[src/rtl/memc_pkg.sv]
// Shared types and constants for the MEMC frame sequencer and its datapath users.
package memc_pkg;

    typedef enum logic [1:0] {
        ST_LOAD   = 2'd0,
        ST_SEARCH = 2'd1,
        ST_DONE   = 2'd2
    } state_e;

    localparam int FRAME_W   = 64;
    localparam int BLK       = 8;
    localparam int NBLK      = 64;
    localparam int ADDR_W    = 12;
    localparam int BLK_IDX_W = 6;

    localparam int MV_DX_W = 4;
    localparam int MV_DY_W = 4;
    localparam int MV_W    = MV_DY_W + MV_DX_W;

    typedef struct packed {
        logic signed [MV_DY_W-1:0] dy;
        logic signed [MV_DX_W-1:0] dx;
    } mv_t;

    // Block-ordered counters map to raster y*64+x by interleaving block and in-block fields.
    function automatic logic [ADDR_W-1:0] raster_addr(input logic [5:0] blk,
                                                      input logic [2:0] row,
                                                      input logic [2:0] col);
        return {blk[5:3], row, blk[2:0], col};
    endfunction

endpackage

[src/rtl/memc_sched_if.sv]
// Pixel, frame-buffer, search-engine and motion-vector signals of the MEMC sequencer.
interface memc_sched_if;
    import memc_pkg::*;

    logic                 pixel_valid;
    logic [7:0]           pixel;
    logic                 busy;
    logic                 fb_we;
    logic                 fb_bank;
    logic [ADDR_W-1:0]    fb_addr;
    logic [7:0]           fb_wdata;
    logic                 job_valid;
    logic                 job_ready;
    logic [BLK_IDX_W-1:0] job_blk;
    logic                 job_cur_bank;
    logic                 res_valid;
    logic [MV_W-1:0]      res_mv;
    logic                 mv_valid;
    logic [MV_W-1:0]      mv;
    logic [BLK_IDX_W-1:0] mv_addr;
    logic                 err;

    modport master (
        input  pixel_valid, pixel, job_ready, res_valid, res_mv,
        output busy, fb_we, fb_bank, fb_addr, fb_wdata,
               job_valid, job_blk, job_cur_bank,
               mv_valid, mv, mv_addr, err
    );

    modport slave (
        output pixel_valid, pixel, job_ready, res_valid, res_mv,
        input  busy, fb_we, fb_bank, fb_addr, fb_wdata,
               job_valid, job_blk, job_cur_bank,
               mv_valid, mv, mv_addr, err
    );

endinterface

[src/rtl/memc_pix_cnt.sv]
// Block-ordered pixel position counters (col, row within block, block index) with wrap flags.
module memc_pix_cnt (
    input  logic       clk,
    input  logic       rst,
    input  logic       en,
    output logic [2:0] col,
    output logic [2:0] row,
    output logic [5:0] blk,
    output logic       col_wrap,
    output logic       row_wrap,
    output logic       blk_wrap
);

    assign col_wrap = (col == 3'd7);
    assign row_wrap = (row == 3'd7);
    assign blk_wrap = (blk == 6'd63);

    // NOTE: state registers use non-blocking assignments so every flop samples pre-edge values.
    always_ff @(posedge clk or posedge rst) begin
        if (rst) begin
            col <= '0;
            row <= '0;
            blk <= '0;
        end else if (en) begin
            col <= col + 3'd1;
            if (col_wrap) begin
                row <= row + 3'd1;
                if (row_wrap) begin
                    blk <= blk + 6'd1;
                end
            end
        end
    end

endmodule

[src/rtl/memc_sched.sv]
// MEMC frame sequencer: loads ping-pong frame banks, issues 64 block-match jobs per frame pair,
// and forwards returned motion vectors.
module memc_sched
    import memc_pkg::*;
#(
    parameter int NUM_FRAMES = 10,
    parameter int MAX_OUT    = 2
) (
    input  logic          clk,
    input  logic          rst,
    memc_sched_if.master  bus
);

    localparam logic [1:0] S_LOAD   = ST_LOAD;
    localparam logic [1:0] S_SEARCH = ST_SEARCH;
    localparam logic [1:0] S_DONE   = ST_DONE;

    localparam logic [3:0] LAST_FRAME = 4'(NUM_FRAMES);
    localparam logic [2:0] OUT_LIMIT  = 3'(MAX_OUT);

    logic [1:0] state;
    logic [1:0] state_nxt;
    logic       busy_q;
    logic [3:0] frame_cnt;
    logic       bank;
    logic       cur_bank;
    logic [6:0] job_cnt;
    logic [2:0] outstanding;
    logic [5:0] res_idx;
    logic       mv_valid_q;
    mv_t        mv_q;
    logic [5:0] mv_addr_q;
    logic       err_q;

    logic [2:0] col;
    logic [2:0] row;
    logic [5:0] blk;
    logic       col_wrap;
    logic       row_wrap;
    logic       blk_wrap;

    logic       accept;
    logic       frame_end;
    logic       job_valid;
    logic       job_acc;
    logic       res_ok;
    logic       last_res;

    assign accept    = bus.pixel_valid && !busy_q;
    assign frame_end = accept && col_wrap && row_wrap && blk_wrap;

    memc_pix_cnt u_pix_cnt (
        .clk      (clk),
        .rst      (rst),
        .en       (accept),
        .col      (col),
        .row      (row),
        .blk      (blk),
        .col_wrap (col_wrap),
        .row_wrap (row_wrap),
        .blk_wrap (blk_wrap)
    );

    // job_valid comes only from registers so the engine may gate job_ready on it freely.
    assign job_valid = (state == S_SEARCH) && !job_cnt[6] && (outstanding < OUT_LIMIT);
    assign job_acc   = job_valid && bus.job_ready;
    assign res_ok    = bus.res_valid && (outstanding != 3'd0);
    assign last_res  = res_ok && (res_idx == 6'd63);

    // NOTE: combinational blocks assign a default first so no path leaves a latch behind.
    always_comb begin
        state_nxt = state;
        case (state)
            S_LOAD: begin
                if (frame_end && (frame_cnt != 4'd0)) begin
                    state_nxt = S_SEARCH;
                end
            end
            S_SEARCH: begin
                if (last_res) begin
                    state_nxt = (frame_cnt == LAST_FRAME) ? S_DONE : S_LOAD;
                end
            end
            S_DONE:  state_nxt = S_DONE;
            default: state_nxt = S_LOAD;
        endcase
    end

    always_ff @(posedge clk or posedge rst) begin
        if (rst) begin
            state     <= S_LOAD;
            busy_q    <= 1'b0;
            frame_cnt <= '0;
            bank      <= 1'b0;
            cur_bank  <= 1'b0;
        end else begin
            state  <= state_nxt;
            busy_q <= (state_nxt != S_LOAD);
            if (frame_end) begin
                frame_cnt <= frame_cnt + 4'd1;
                if (frame_cnt == 4'd0) begin
                    bank <= ~bank;
                end else begin
                    cur_bank <= bank;
                end
            end
            // The frame just searched as current stays; the old reference bank is overwritten next.
            if (last_res && (frame_cnt != LAST_FRAME)) begin
                bank <= ~bank;
            end
        end
    end

    always_ff @(posedge clk or posedge rst) begin
        if (rst) begin
            job_cnt     <= '0;
            outstanding <= '0;
            res_idx     <= '0;
        end else begin
            if (last_res) begin
                job_cnt <= '0;
            end else if (job_acc) begin
                job_cnt <= job_cnt + 7'd1;
            end
            case ({job_acc, res_ok})
                2'b10:   outstanding <= outstanding + 3'd1;
                2'b01:   outstanding <= outstanding - 3'd1;
                default: outstanding <= outstanding;
            endcase
            if (res_ok) begin
                res_idx <= res_idx + 6'd1;
            end
        end
    end

    always_ff @(posedge clk or posedge rst) begin
        if (rst) begin
            mv_valid_q <= 1'b0;
            mv_q       <= '0;
            mv_addr_q  <= '0;
            err_q      <= 1'b0;
        end else begin
            mv_valid_q <= res_ok;
            if (res_ok) begin
                mv_q      <= mv_t'(bus.res_mv);
                mv_addr_q <= res_idx;
            end
            if ((bus.res_valid && (outstanding == 3'd0)) || (bus.pixel_valid && busy_q)) begin
                err_q <= 1'b1;
            end
        end
    end

    assign bus.busy         = busy_q;
    assign bus.fb_we        = accept;
    assign bus.fb_bank      = bank;
    assign bus.fb_addr      = raster_addr(blk, row, col);
    assign bus.fb_wdata     = accept ? bus.pixel : 8'h00;
    assign bus.job_valid    = job_valid;
    assign bus.job_blk      = job_cnt[5:0];
    assign bus.job_cur_bank = cur_bank;
    assign bus.mv_valid     = mv_valid_q;
    assign bus.mv           = mv_q;
    assign bus.mv_addr      = mv_addr_q;
    assign bus.err          = err_q;

endmodule

[src/flat_wrapper.sv]
// flat-port wrapper written by rule: the top's interface ports become plain ports
module memc_sched_flat import memc_pkg::*;
#(
    parameter int NUM_FRAMES = 10,
    parameter int MAX_OUT    = 2
)
  (clk, rst, bus_pixel_valid, bus_pixel, bus_job_ready, bus_res_valid, bus_res_mv, bus_busy, bus_fb_we, bus_fb_bank, bus_fb_addr, bus_fb_wdata, bus_job_valid, bus_job_blk, bus_job_cur_bank, bus_mv_valid, bus_mv, bus_mv_addr, bus_err);
  memc_sched_if bus_i ();
  input  logic clk;
  input  logic rst;
  input wire logic [$bits(bus_i.pixel_valid)-1:0] bus_pixel_valid;
  input wire logic [$bits(bus_i.pixel)-1:0] bus_pixel;
  input wire logic [$bits(bus_i.job_ready)-1:0] bus_job_ready;
  input wire logic [$bits(bus_i.res_valid)-1:0] bus_res_valid;
  input wire logic [$bits(bus_i.res_mv)-1:0] bus_res_mv;
  output wire logic [$bits(bus_i.busy)-1:0] bus_busy;
  output wire logic [$bits(bus_i.fb_we)-1:0] bus_fb_we;
  output wire logic [$bits(bus_i.fb_bank)-1:0] bus_fb_bank;
  output wire logic [$bits(bus_i.fb_addr)-1:0] bus_fb_addr;
  output wire logic [$bits(bus_i.fb_wdata)-1:0] bus_fb_wdata;
  output wire logic [$bits(bus_i.job_valid)-1:0] bus_job_valid;
  output wire logic [$bits(bus_i.job_blk)-1:0] bus_job_blk;
  output wire logic [$bits(bus_i.job_cur_bank)-1:0] bus_job_cur_bank;
  output wire logic [$bits(bus_i.mv_valid)-1:0] bus_mv_valid;
  output wire logic [$bits(bus_i.mv)-1:0] bus_mv;
  output wire logic [$bits(bus_i.mv_addr)-1:0] bus_mv_addr;
  output wire logic [$bits(bus_i.err)-1:0] bus_err;
  assign bus_i.pixel_valid = bus_pixel_valid;
  assign bus_i.pixel = bus_pixel;
  assign bus_i.job_ready = bus_job_ready;
  assign bus_i.res_valid = bus_res_valid;
  assign bus_i.res_mv = bus_res_mv;
  assign bus_busy = bus_i.busy;
  assign bus_fb_we = bus_i.fb_we;
  assign bus_fb_bank = bus_i.fb_bank;
  assign bus_fb_addr = bus_i.fb_addr;
  assign bus_fb_wdata = bus_i.fb_wdata;
  assign bus_job_valid = bus_i.job_valid;
  assign bus_job_blk = bus_i.job_blk;
  assign bus_job_cur_bank = bus_i.job_cur_bank;
  assign bus_mv_valid = bus_i.mv_valid;
  assign bus_mv = bus_i.mv;
  assign bus_mv_addr = bus_i.mv_addr;
  assign bus_err = bus_i.err;
  memc_sched #(.NUM_FRAMES(NUM_FRAMES), .MAX_OUT(MAX_OUT)) u_core (.clk(clk), .rst(rst), .bus(bus_i));
endmodule
[config.mk]
export PLATFORM = sky130hd
export DESIGN_NAME = memc_sched_flat
export DESIGN_NICKNAME = d
export VERILOG_FILES = /design/src/rtl/memc_pkg.sv /design/src/rtl/memc_sched_if.sv /design/src/rtl/memc_pix_cnt.sv /design/src/rtl/memc_sched.sv /design/src/flat_wrapper.sv
export SDC_FILE = /design/constraint.sdc
export NUM_CORES = 1
export LEC_CHECK = 0
export CORE_UTILIZATION = 30
export DETAILED_ROUTE_END_ITERATION = 8
export GPL_TIMING_DRIVEN = 0
export PLACE_DENSITY = 0.54
export SYNTH_ARGS = -nofsm -noshare
export SYNTH_HDL_FRONTEND = slang
export SYNTH_SLANG_ARGS = --single-unit
[constraint.sdc]
create_clock -name clk -period 3.1 [get_ports clk]
set_input_delay 0.31 -clock clk [delete_from_list [all_inputs] [get_ports clk]]
set_output_delay 0.31 -clock clk [all_outputs]
set_load 0.02 [all_outputs]
==> results of run 1 <==
## cell type report
type / count / area [um^2] / area share, %
Tap cell: 102 / 128 / 3.77
Timing Repair Buffer: 68 / 691 / 20.4
Sequential cell: 53 / 1330 / 39.2
Clock buffer: 7 / 86.3 / 2.55
Buffer: 9 / 56.3 / 1.66
Inverter: 10 / 37.5 / 1.11
Multi-Input combinational cell: 168 / 1060 / 31.3
## stage by stage
stage	setup slack [ns]	cell area [um^2]	std cells	hold slack, ns	power [mW]
2_1_floorplan	0.871	2480	240	0.415	1.50
3_3_place_gp	0.235	3280	409	0.460	1.86
3_5_place_dp	0.222	3300	410	0.461	1.88
4_1_cts	0.401	3380	417	0.318	2.28
5_1_grt	0.182	3380	417	0.355	2.42
6_report	0.461	3380	417	0.307	2.24
## worst max path at each step
stage                                      start  slack, ns                                 to  depth (start not counted)
2_1_floorplan  u_core.outstanding[1]$_DFFE_PP0P_       0.87  u_core.outstanding[2]$_DFFE_PP0P_                          9
3_3_place_gp                       bus_res_valid       0.24  u_core.outstanding[2]$_DFFE_PP0P_                         10
3_5_place_dp                       bus_res_valid       0.22  u_core.outstanding[2]$_DFFE_PP0P_                         10
4_1_cts        u_core.outstanding[1]$_DFFE_PP0P_       0.40  u_core.outstanding[2]$_DFFE_PP0P_                          9
5_1_grt        u_core.outstanding[1]$_DFFE_PP0P_       0.18  u_core.outstanding[2]$_DFFE_PP0P_                          9
6_report       u_core.outstanding[1]$_DFFE_PP0P_       0.46  u_core.outstanding[2]$_DFFE_PP0P_                          9
## state kept, by name (all words and copies together), names as in the netlist, 3 cells and up
| signal | count |
|---|---|
| u_core.u_pix_cnt.col | 3 |
| u_core.u_pix_cnt.blk | 6 |
| u_core.bus.mv_addr | 6 |
| u_core.u_pix_cnt.row | 3 |
| u_core.res_idx | 6 |
| u_core.bus.mv | 8 |
| u_core.outstanding | 3 |
| u_core.frame_cnt | 4 |
| u_core.job_cnt | 7 |
## Yosys cell counts (2+ instances only)
cell	n	area, um^2
nand4_1	5	31.3
clkbuf_1	3	11.3
mux2_2	5	56.3
ha_1	11	138
nand2_1	63	236
nor2_1	12	45.0
and2_1	8	50.1
xor2_1	9	78.8
nand3_1	9	45.0
xnor2_1	13	114
a21oi_1	4	20.0
dfrtp_1	53	1330
nor3_1	5	25.0
o21ai_0	4	20.0
inv_1	9	33.8
and3_1	2	12.5
buf_4	6	45.0
## power by group
part           internal, mW  switching [mW]  leakage, nW
combinational         0.406           0.405        0.823
sequential            0.873           0.169        0.668
clock                 0.178           0.207       0.0443
## cells by family after synthesis
| kind of cell | share of synthesized area (%) |
|---|---|
| compound gates | 4.45 |
| flops | 53.5 |
| xor+xnor | 7.78 |
| simple gates | 21.4 |
| mux | 2.68 |
| fa+ha+maj | 6.36 |
| buf+inv | 3.79 |
## metal layers
layer  part of all wire [%]  global-route usage, %
met4                   0.73                   2.69
met3                    8.1                   3.78
met2                     44                   20.5
met5                      0                      0
met1                     47                   16.5
## worst register-to-register path, stage by stage (launching register included)
cell and delay, ns:
dfrtp_1 0.48, o31ai_2 0.68, inv_2 0.18, clkbuf_1 0.29, ha_1 0.30, inv_1 0.07, fa_1 0.17, xor2_1 0.14
nor2_1 0.07, xor2_1 0.14
==> reports/results.ini, run 1 <==
[floorplan]
num_io_pins = 68
num_rows = 32
start_util_pct = 31.6
fp.dieH_um = 92.9
fp.coreArea_um2 = 7850
die_area_um2 = 8630
die_w_um = 92.9

[power]
powerDensity_nw_per_um2 = 662
leakage_nw = 1.54
ir_worst_vdd_uv = 420

[global_routing]
grt_max_degree = 38
antenna_found_initial = 0
grt_first_pass_wirelength_um = 8730
grt_usage_pct = 12.6
grt_pass1_vias = 1886
overflow = 0

[logic_synthesis]
synth_area_um2 = 2480
netlist_instances = 240
yosysUniqueCellTypes = 36
yosys_most_used_dff = dfrtp_1
ys_warn_count = 0
synth_edf_count = 0
ys_seq_elements = 53
syn_avg_cell_area_um2 = 10.3
syn_nets = 273
ys_seq_area_share_pct = 53.5
async_reset_ff_share_pct = 100

[route]
wire_per_inst_um = 11.8
num_vias = 1891
routed_wl_um = 4900
first_pass_iters = 4
first_iter_violations = 63
antenna_left = 0
drc = 0
vias_per_cell = 4.53

[clocking]
post_cts_buffers = 0
cts_buffer_depth = 2
htree_levels = 2
cts_hold_buf = 0
post_cts_resized = 0
clk_pin_slew_ns = 0.09
cts_made_buffers = 5
cts_root_buffer = clkbuf_8
cts_tree = yes
worst_skew_pair.late_latency_ns = 0.29
clkSinkCount = 53

[setup_path]
r2r_slack_ns = 0.46
reg2reg_from = u_core.outstanding[1]$_DFFE_PP0P_
crit_top_cell = xor2_1
crit_buf_inv = 3
worstPathRequired_ns = 3.28
ff2ff_path_depth = 9
slowest_stage = o31ai_2
crit_path_cell_trace = o31ai_2 -> inv_2 -> clkbuf_1 -> ha_1 -> inv_1 -> fa_1 -> xor2_1 -> nor2_1 -> xor2_1
cp_max_fo = 11
crit_family = compound AO/OA/AOI/OAI gates
worst_setup_path_end_kind = register
slowest_delay_ns = 0.68
critical_path_class = reg2reg
cp-start-kind = register
critPathArrivalTime_ns = 2.82
worstReg2RegEnd = u_core.outstanding[2]$_DFFE_PP0P_

[worst_hold_path]
min_path_type = in2async

[cells_and_area]
layout-drive-gt1-share_pct = 7.62
area_growth_pct = 36.5
final_common_cell = clkdlybuf4s50_1
antenna_cells = 0
final_core_util_pct = 43.1
fin_nets = 348
n_fill_cell = 789
layout_common_cells = clkdlybuf4s50_1, nand2_1, dfrtp_1

[sta]
period_needed_ns = 2.64
hold_violations = 0
drv_slew = 0
fin_setup_tns_ns = 0
worst_slew_pin_slew_ns = 0.748
setup_viol = 0
fmax_ghz = 0.379
skew_ns = 0.00344
rsz0062_at_grt = false
fin_crit_sh_pct = 85.1
slew_headroom_pct = 49.8

[run_status]
outcome = finished, final reports clean

[placed_design]
place_congestion = 0.730
hpwlAfterDp_um = 3650
io_buffers = 67

[job]
drv_cap = 0

(Power assumes the default switching activity.)
==> run 2: changes to the inputs <==
CORE_UTILIZATION = 41   (was 30)
PLACE_DENSITY = 0.7   (was 0.54)
==> run 2 against run 1 <==
  * Clock skew increased by 0.0044 ns
  * Sequential share of layout area about the same
  * Sequential cell count unchanged
  * Clock-buffer cell count decreased by 1
  * Critical path depth unchanged
  * Total power increased by 4.4%
  * Final area decreased by 0.11%
  * Combinational power about the same
  * Routed wire length decreased by 1.2%
  * Register-to-register slack improved by 0.03 ns
  * Critical path type unchanged
  * Critical endpoint unchanged
  * Highest routed layer unchanged
==> reports/results.ini, run 2 (synthesis results as in run 1) <==
[run_status]
outcome = finished, final reports clean  ; unchanged

[cells_and_area]
n_fill_cell = 491  ; was 789
final_core_util_pct = 59.5  ; was 43.1%
antenna_cells = 0  ; unchanged
fin_nets = 348  ; unchanged
final_common_cell = clkdlybuf4s50_1  ; unchanged
layout-drive-gt1-share_pct = 8.23  ; was 7.62%
area_growth_pct = 36.4  ; was 36.5%
largest_reg_flops = 8  ; unchanged
fin_cells = 388  ; was 417
final_area_um2 = 3380  ; about the same
layout_common_cells = clkdlybuf4s50_1, nand2_1, dfrtp_1  ; unchanged

[clocking]
cts_buffer_depth = 2  ; unchanged
cts_hold_buf = 0  ; unchanged
post_cts_resized = 0  ; unchanged
htree_levels = 2  ; unchanged
cts_root_buffer = clkbuf_8  ; unchanged
cts_tree = yes  ; unchanged
cts_made_buffers = 5  ; unchanged
clkSinkCount = 53  ; unchanged
worst_skew_pair.late_latency_ns = 0.30  ; was 0.29 ns
post_cts_buffers = 0  ; unchanged
clk_pin_slew_ns = 0.09  ; about the same

[floorplan]
num_io_pins = 68  ; unchanged
start_util_pct = 43.7  ; was 31.6%
num_rows = 27  ; was 32
fp.dieH_um = 79.7  ; was 92.9 um
fp.coreArea_um2 = 5680  ; was 7850 um^2
die_area_um2 = 6360  ; was 8630 um^2
die_w_um = 79.7  ; was 92.9 um

[job]
drv_cap = 0  ; unchanged

[sta]
fin_setup_tns_ns = 0  ; unchanged
worst_slew_pin_slew_ns = 0.737  ; was 0.748 ns
drv_slew = 0  ; unchanged
slew_headroom_pct = 50.6  ; was 49.8%
fmax_ghz = 0.383  ; was 0.379 GHz
period_needed_ns = 2.61  ; was 2.64 ns
fin_crit_sh_pct = 84.2  ; was 85.1%
skew_ns = 0.00782  ; was 0.00344 ns
rsz0062_at_grt = false  ; unchanged
hold_violations = 0  ; unchanged
setup_viol = 0  ; unchanged

[power]
p_int_mw = 1.54  ; was 1.46 mW
p_clk_share_pct = 20.7  ; was 17.2%
fin_total_pwr_mw = 2.34  ; was 2.24 mW
sw_frac_of_total_pct = 34.0  ; was 34.9%
power_frac_seq_pct = 44.6  ; was 46.6%
switchingPower_mw = 0.795  ; was 0.782 mW
powerDensity_nw_per_um2 = 692  ; was 662 nW/um^2
p_comb_share_pct = 34.7  ; was 36.2%
ir_worst_vdd_uv = 417  ; was 420 uV
leakage_nw = 1.55  ; was 1.54 nW

[setup_path]
cp-start-kind = register  ; unchanged
reg2reg_from = u_core.outstanding[1]$_DFFE_PP0P_  ; unchanged
worstPathRequired_ns = 3.28  ; about the same
r2r_slack_ns = 0.49  ; was 0.46 ns
cp_max_fo = 11  ; unchanged
critPathArrivalTime_ns = 2.80  ; was 2.82 ns
ff2ff_path_depth = 9  ; unchanged
worstReg2RegEnd = u_core.outstanding[2]$_DFFE_PP0P_  ; unchanged
critical_path_class = reg2reg  ; unchanged
worst_setup_path_end_kind = register  ; unchanged

[route]
num_vias = 1919  ; was 1891
wire_per_inst_um = 12.5  ; was 11.8 um
antenna_left = 0  ; unchanged
vias_per_cell = 4.95  ; was 4.53
routed_wl_um = 4840  ; was 4900 um
first_pass_iters = 4  ; unchanged
first_iter_violations = 100  ; was 63
drc = 0  ; unchanged

[global_routing]
grt_usage_pct = 17.1  ; was 12.6%
grt_max_degree = 30  ; was 38
grt_busiest_layer = met2  ; unchanged
use_met1_pct = 20.9  ; was 16.5%
grt_pass1_vias = 1839  ; was 1886
grt_first_pass_wirelength_um = 8320  ; was 8730 um
antenna_found_initial = 0  ; unchanged
grt_util_met3_pct = 5.83  ; was 3.78%
overflow = 0  ; unchanged
grtUsageMet2_pct = 28.4  ; was 20.5%

[placed_design]
io_buffers = 67  ; unchanged
dp_cells = 380  ; was 410
hpwlAfterDp_um = 3640  ; was 3650 um
place_congestion = 0.821  ; was 0.730
place_area_um2 = 3260  ; was 3300 um^2

[worst_hold_path]
min_path_type = in2async  ; unchanged

-- run 2: cell types whose count changed in the layout (fill, tap and decap cells not counted) --
cell / change
clkinvlp_4: +1
bufinv_16: +1
clkbuf_1: -1
-- run 2: through the flow --
step / hold slack (ns) / worst slack (ns)
detailed placement: 0.466 / 0.225
global placement: 0.458 / 0.265
finish: 0.360 / 0.489
floorplan: 0.415 / 0.871
CTS: 0.373 / 0.429
global route: 0.401 / 0.253
-- run 2: per-layer routing --
| metal | routed length [um] | part of all wire [%] | up-vias |
|---|---|---|---|
| met2 | 2310 | 48 | 68 |
| met1 | 2100 | 43 | 904 |
| met4 | 23 | 0.48 | 0 |
| met3 | 410 | 8.5 | 2 |
| li1 | - | - | 945 |
| met5 | 0 | 0 | - |
-- run 2: critical path: stages, from the launching register on --
cell	delay, ns
dfrtp_1	0.47
o31ai_2	0.67
inv_2	0.17
clkbuf_1	0.30
ha_1	0.30
inv_1	0.07
fa_1	0.17
xor2_1	0.14
nor2_1	0.06
xor2_1	0.13
-- run 2: how the worst max path moves through the flow --
stage / startpoint / endpoint / slack [ns]
4_1_cts: u_core.outstanding[1]$_DFFE_PP0P_ / u_core.outstanding[2]$_DFFE_PP0P_ / 0.43
3_5_place_dp: bus_res_valid / u_core.outstanding[2]$_DFFE_PP0P_ / 0.23
6_report: u_core.outstanding[1]$_DFFE_PP0P_ / u_core.outstanding[2]$_DFFE_PP0P_ / 0.49
2_1_floorplan: u_core.outstanding[1]$_DFFE_PP0P_ / u_core.outstanding[2]$_DFFE_PP0P_ / 0.87
5_1_grt: u_core.outstanding[1]$_DFFE_PP0P_ / u_core.outstanding[2]$_DFFE_PP0P_ / 0.25
3_3_place_gp: bus_res_valid / u_core.outstanding[2]$_DFFE_PP0P_ / 0.26
-- run 2: cell type report --
cell class / count / area [um^2] / area share (%)
timing repair buffer: 68 / 691 / 20.4
multi-input combinational: 168 / 1060 / 31.3
clock buffer: 6 / 82.6 / 2.44
inverter: 10 / 37.5 / 1.11
clock inverter: 2 / 37.5 / 1.11
sequential: 53 / 1330 / 39.3
buffer: 9 / 56.3 / 1.67
tap: 72 / 90.1 / 2.67
-- run 2: power groups by stage --
stage	clock, mW	combinational [mW]	sequential (mW)
2_1_floorplan	0	0.321	1.18
3_3_place_gp	0	0.801	1.05
3_5_place_dp	0	0.823	1.06
4_1_cts	0.503	0.826	1.04
5_1_grt	0.537	0.896	1.07
6_report	0.485	0.812	1.04
